### src/rtl/mmio_bridge.sv
// Memory-mapped I/O bridge: decodes one address window into synchronised input
// channels, sticky change flags and output registers; other addresses go to RAM.
module mmio_bridge #(
    parameter int                DATA_W  = 32,
    parameter int                ADDR_W  = 12,
    parameter int                N_IN    = 4,
    parameter int                N_OUT   = 4,
    parameter logic [ADDR_W-1:0] IO_BASE = 12'hF00
) (
    input  logic                    clock,
    input  logic                    reset,
    input  logic                    cpu_wren,
    input  logic [ADDR_W-1:0]       cpu_addr,
    input  logic [DATA_W-1:0]       cpu_wdata,
    output logic [DATA_W-1:0]       cpu_rdata,
    output logic                    ram_wEn,
    output logic [ADDR_W-1:0]       ram_addr,
    output logic [DATA_W-1:0]       ram_dataIn,
    input  logic [DATA_W-1:0]       ram_dataOut,
    input  logic [N_IN*DATA_W-1:0]  io_in,
    output logic [N_OUT*DATA_W-1:0] io_out,
    output logic [N_OUT-1:0]        io_out_strobe,
    output logic                    io_event
);

    localparam logic [5:0] OFF_FLAGS = 6'h10;

    function automatic logic [DATA_W-1:0] flags_word(input logic [N_IN-1:0] f);
        logic [DATA_W-1:0] w;
        w = '0;
        w[N_IN-1:0] = f;
        return w;
    endfunction

    logic              in_window;
    logic [5:0]        off;
    logic              flags_rd;
    logic              out_wr;

    logic [DATA_W-1:0] s1 [N_IN];
    logic [DATA_W-1:0] s2 [N_IN];
    logic [DATA_W-1:0] s3 [N_IN];
    logic [N_IN-1:0]   chg;
    logic [N_IN-1:0]   flags;

    logic [DATA_W-1:0] io_word_p0;
    logic [DATA_W-1:0] io_word_p1;
    logic              io_vld_p1;

    assign in_window  = (cpu_addr[ADDR_W-1:6] == IO_BASE[ADDR_W-1:6]);
    assign off        = cpu_addr[5:0];
    assign flags_rd   = in_window && (off == OFF_FLAGS);
    assign out_wr     = cpu_wren && in_window && (off[5:4] == 2'b10);

    assign ram_wEn    = cpu_wren && !in_window;
    assign ram_addr   = cpu_addr;
    assign ram_dataIn = cpu_wdata;

    assign io_event   = |flags;

    always_comb begin
        chg = '0;
        for (int k = 0; k < N_IN; k++) begin
            chg[k] = (s2[k] != s3[k]);
        end
    end

    // Synchroniser, history and sticky flags; a same-edge set overrides the read clear.
    always_ff @(posedge clock or posedge reset) begin
        if (reset) begin
            for (int k = 0; k < N_IN; k++) begin
                s1[k] <= '0;
                s2[k] <= '0;
                s3[k] <= '0;
            end
            flags <= '0;
        end else begin
            for (int k = 0; k < N_IN; k++) begin
                s1[k] <= io_in[k*DATA_W +: DATA_W];
                s2[k] <= s1[k];
                s3[k] <= s2[k];
            end
            flags <= (flags_rd ? '0 : flags) | chg;
        end
    end

    always_ff @(posedge clock or posedge reset) begin
        if (reset) begin
            io_out        <= '0;
            io_out_strobe <= '0;
        end else begin
            io_out_strobe <= '0;
            for (int j = 0; j < N_OUT; j++) begin
                if (out_wr && (off[3:0] == 4'(j))) begin
                    io_out[j*DATA_W +: DATA_W] <= cpu_wdata;
                    io_out_strobe[j]           <= 1'b1;
                end
            end
        end
    end

    always_comb begin
        io_word_p0 = '0;
        case (off[5:4])
            2'b00: begin
                for (int k = 0; k < N_IN; k++) begin
                    if (off[3:0] == 4'(k)) io_word_p0 = s2[k];
                end
            end
            2'b01: begin
                if (off[3:0] == 4'h0) io_word_p0 = flags_word(flags);
            end
            2'b10: begin
                for (int j = 0; j < N_OUT; j++) begin
                    if (off[3:0] == 4'(j)) io_word_p0 = io_out[j*DATA_W +: DATA_W];
                end
            end
            default: io_word_p0 = '0;
        endcase
    end

    // p0 -> p1: window hit and I/O word line up with the RAM's one-cycle read.
    always_ff @(posedge clock or posedge reset) begin
        if (reset) begin
            io_vld_p1  <= 1'b0;
            io_word_p1 <= '0;
        end else begin
            io_vld_p1  <= in_window;
            io_word_p1 <= io_word_p0;
        end
    end

    assign cpu_rdata = io_vld_p1 ? io_word_p1 : ram_dataOut;

endmodule
### config.mk
export PLATFORM = sky130hd
export DESIGN_NAME = mmio_bridge
export DESIGN_NICKNAME = d
export VERILOG_FILES = /design/src/rtl/mmio_bridge.sv
export SDC_FILE = /design/constraint.sdc
export NUM_CORES = 1
export LEC_CHECK = 0
export ABC_AREA = 1
export CORE_UTILIZATION = 55
export CTS_CLUSTER_DIAMETER = 50
export DETAILED_ROUTE_END_ITERATION = 12
export HOLD_SLACK_MARGIN = 0.12
export MAX_ROUTING_LAYER = met4
export PLACE_DENSITY = 0.82
export SYNTH_ARGS = -nofsm -noshare
export SYNTH_HDL_FRONTEND = slang
export SYNTH_SLANG_ARGS = --single-unit
### constraint.sdc
create_clock -name clock -period 41.6 [get_ports clock]
set_input_delay 6.24 -clock clock [delete_from_list [all_inputs] [get_ports clock]]
set_output_delay 6.24 -clock clock [all_outputs]
set_load 0.01 [all_outputs]
---- Word level (Yosys, flattened, before mapping) ----
Cells that the tools add are included.
word-level totals
  output and inout port bits .............. 210
  register bits after elaboration ......... 553
  logic and storage cells ................. 60
operators by class
  reductions and logical operators ........ 12
  eq/ne operators ......................... 11
  bitwise operators ....................... 1
  muxes and demuxes ....................... 16
operator list
  operator                                                               number
  32-bit two-way mux                                                     9
  32-bit inequality test                                                 4
  32-bit case mux with 3 select lines                                    1
  4-bit by 2-bit equality test with 1-bit output, second input constant  2
  1-bit logical AND                                                      8
  4-bit two-way mux                                                      2
  6-bit by 5-bit equality test with 1-bit output, second input constant  1
  6-bit equality test, second input constant                             1
  4-bit by 1-bit equality test with 1-bit output, second input constant  1
  4-bit zero test                                                        1
  1-bit two-way mux                                                      4
  4-bit OR                                                               1
  4-bit OR reduction                                                     1
  2-bit by 1-bit equality test with 1-bit output, second input constant  1
  2-bit equality test, second input constant                             1
  2-bit zero test                                                        1
  1-bit zero test                                                        1

---- Longest topological paths before layout ----
  depth in word-level cells ............... 6
  depth in mapped cells ................... 10

---- Least setup slack after synthesis ----
No wires, ideal clock.
  path kind ............................... input -> output
  start ................................... in cpu_addr[10]
  end ..................................... out ram_wEn
  arrival time ............................ 6640 ps
  path slack .............................. 28720 ps
  stages on the path ...................... 5
  buffers on the path ..................... 0
  cells stage by stage .................... nand2_1 nor2_1 nand2_1 inv_2 nor2_1
on the way
  word-level cells in the longest chain between the ends .. 3
RTL lines
  what                 RTL line  source
  start: declaration   13        input logic [ADDR_W-1:0] cpu_addr,
  6-bit equality test  50        assign in_window = (cpu_addr[ADDR_W-1:6] == IO_BASE[ADDR_W-1:6]);
  via in_window        35        logic in_window;
  1-bit zero test      55        assign ram_wEn = cpu_wren && !in_window;
  1-bit logical AND    55
  end: declaration     16        output logic ram_wEn,
The timed path passes the listed nets, and every way through them passes these cells.

---- Final worst setup path ----
Same ends and word-level chain as after synthesis.

==> summary.txt <==
Yosys
  – Seq cells post-synth: 553
  – Mapped Cells: 1955
  – Synthesis Warnings: 0
  – Cell variety after synth: 28
  – Synthesized Nets: 2162
  – Seq/Total Area, Yosys: 67.7%
  – Share of the synthesized area in the top cell type: 67.7%
  – Post-synth EDFFs: 0
  – Top cells by area, synth: dfrtp_1 68%, nand2_1 14%, xnor2_1 4.2%, nor2_1 2.5%, buf_4 2.3%
  – Cell taking the most area after synthesis: dfrtp_1
  – Avg Cell Area, Syn: 10.5 µm²
  – Post-synth ARST share: 100%
  – Synth Flop Type: dfrtp_1
  – Mapped Area: 0.0204 mm²

Placement
  – Dpl cell area: 0.0246 mm²
  – IO Port Bufs: 416
  – Global placement routability congestion: 0.918
  – Post-DP HPWL: 38.6 mm
  – Cell count after placement: 2743

CTS
  – Post-CTS Repair Setup Buffers: 0
  – H-tree levels: 2
  – Longest Clk Path Bufs: 3
  – Clk Latency, worst-skew pair: 0.60 ns
  – Num CTS Buffers: 54
  – CTS Hold Bufs: 0
  – CTS tree: built
  – Clock transition at the registers of the reported paths: 0.07 ns
  – CTS sink cnt: 553
  – Post-cts sizing count: 0
  – Root buffer cell: clkbuf_16

STA
  – Final setup viols: 0
  – Skew final: 0.0186 ns
  – Part of the cycle the worst path needs: 34.0%
  – Least-Margin Pin Slew: 1.15 ns
  – Crit path time final: 14.14 ns
  – Max Slew Vio Count: 0
  – Sum of negative setup slack: 0 ns
  – Slew Limit Headroom: 23.1%
  – Fmax: 70.7 MHz
  – RSZ-0062 raised after global routing: false
  – Final Hold Violating Endpoints: 0

Worst hold path
  – Hold path cells: 0
  – Min-Delay Path Class: reg -> reg
  – Hold endpoint: s2[32]$_DFF_PP0_
  – Hold Crit Start: s1[32]$_DFF_PP0_

Layout
  – Proportion of layout cells with a drive suffix above 1: 6.31%
  – Fill cell count: 2411
  – Commonest non-fill, non-tap cells in the layout: 754 x nand2_1, 552 x dfrtp_1, 416 x clkdlybuf4s50_1
  – Synth-to-layout area growth: 30.5%
  – Non-Filler Instances: 2852
  – Most common cell after layout, fill and taps aside: nand2_1
  – Utilization after layout: 72.8%
  – Nets@finish: 2538
  – Post-Layout Inst Area: 0.0267 mm²

Floorplan
  – Starting density of the core: 55.8%
  – Die W: 195 µm
  – Row Count: 70
  – Ports: 417
  – Die area: 0.0379 mm²
  – Die Y: 195 µm
  – CORE AREA: 0.0366 mm²

Worst setup path
  – Critical path arrival: 7.90 ns
  – Critical path type: in -> out
  – Crit-path cells: clkdlybuf4s50_1, nand2_1, nor2_1, nand2_1, inv_2, nor2_1, clkdlybuf4s50_1
  – Crit Reg-Reg Startpoint: s2[26]$_DFF_PP0_
  – Slowest stage cell, crit path: clkdlybuf4s50_1
  – CP Capture Type: output pin
  – Worst flop-to-flop path endpoint: flags[3]$_DFF_PP0_
  – Crit-path max FO: 6
  – Startpoint types: input pin
  – Max stage delay on crit path: 0.57 ns
  – Reg2Reg Depth: 6
  – Worst path required time: 35.36 ns
  – Reg2Reg Setup Slack: 40.11 ns

Global route
  – Initial antenna violation count: 7
  – Largest net degree at the start of global routing: 183
  – Vias in the first global route: 15.9k
  – First-pass GRT wire length: 91.5 mm
  – GRT Overall Usage: 33.4%
  – Total gr overflow: 0

Drt
  – Antenna viol nets, final: 0
  – Initial detailed-routing violation count: 1345
  – Final wirelength: 60.9 mm
  – WL/cell: 21.3 µm
  – Drt first pass iters: 6
  – DR vias: 15.5k
  – # DRC: 0
  – Vias/cell: 5.45

Pwr
  – LEAKAGE: 12.8 nW
  – PwrDens: 44.6 mW/mm²
  – VDD IR max: 36.9 µV
  – Final Power: 0.00119 W

Run
  – Max-cap violations: 0

Outcome
  – Status: completed
## per-stage QoR
stage | worst slack (ns) | hold slack [ns]
after floorplan | 19.90 | 0.331
after global placement | 27.47 | 0.332
after detailed placement | 27.43 | 0.335
after CTS | 27.43 | 0.345
after global routing | 27.40 | 0.345
final | 27.46 | 0.342
## final cells by class
cell class | instances | area (µm²) | area share [%]
flip-flops and latches | 553 | 13800 | 51.9
clock inverters | 33 | 505 | 1.90
well taps | 468 | 586 | 2.20
diodes | 8 | 20.0 | 0.0751
clock buffers | 68 | 1510 | 5.64
inverters | 94 | 362 | 1.36
multi-input cells | 1199 | 5580 | 20.9
repair buffers | 429 | 4270 | 16.0
## worst max path at each step
stage	startpoint	end	slack, ns	cells after the start
after floorplan	reset	flags[0]$_DFF_PP0_	19.90	1
after global placement	cpu_addr[10]	ram_wEn	27.47	7
after detailed placement	cpu_addr[7]	ram_wEn	27.43	6
after CTS	cpu_addr[10]	ram_wEn	27.43	7
after global routing	cpu_addr[10]	ram_wEn	27.40	7
final	cpu_addr[10]	ram_wEn	27.46	7
## worst max-delay path, delay by kind of cell
kind,cells,cell delay [ns]
and+or+nand+nor,4,0.53
buffers and inverters,3,1.14
## Yosys cell counts (2+ instances only)
cell / count
dfrtp_1: 553
nand2_2: 2
buf_2: 17
buf_1: 4
nand2_1: 755
a21oi_1: 2
or2_2: 6
mux2_1: 23
clkbuf_1: 22
nor2_1: 135
nand3_1: 74
xnor2_1: 98
mux2_2: 9
nand3_2: 3
o211ai_1: 6
o21ai_0: 64
inv_2: 9
nand4_1: 14
nor2_4: 3
inv_1: 84
buf_4: 63
buf_6: 3
## where the power goes
| part | switching (W) | internal [W] | total (W) |
|---|---|---|---|
| logic | 0.0000407 | 0.0000383 | 0.0000790 |
| clock network | 0.000216 | 0.000322 | 0.000538 |
| registers | 0.0000134 | 0.000558 | 0.000572 |
## flip-flops by register name (all words and copies together), names as in the netlist
name	count
flags	4
io_out	128
io_out_strobe	4
io_vld_p1	1
io_word_p1	32
s1	128
s2	128
s3	128
## logic make-up (layout without fill, tap and decap cells)
group / Yosys count / in the layout / synth area share, %
compound gates: 73 / 73 / 1.87
flops: 553 / 553 / 67.7
other cells: 0 / 8 / 0
simple gates: 996 / 996 / 19.4
mux: 32 / 32 / 1.76
xor+xnor: 98 / 98 / 4.20
buf+inv: 203 / 624 / 5.10
## routing by layer
metal  part of all wire (%)  routed length [µm]  track usage (%)  vias to the layer above
li1                       -                   -                -                     6753
met1                     38               23200             42.3                     7724
met2                     49               29700             52.9                      890
met3                    8.6                5260             5.88                      178
met4                    4.4                2680             15.5                        0
met5                      0                   0                -                        -
Note: power is estimated with default switching activity, not from simulation.
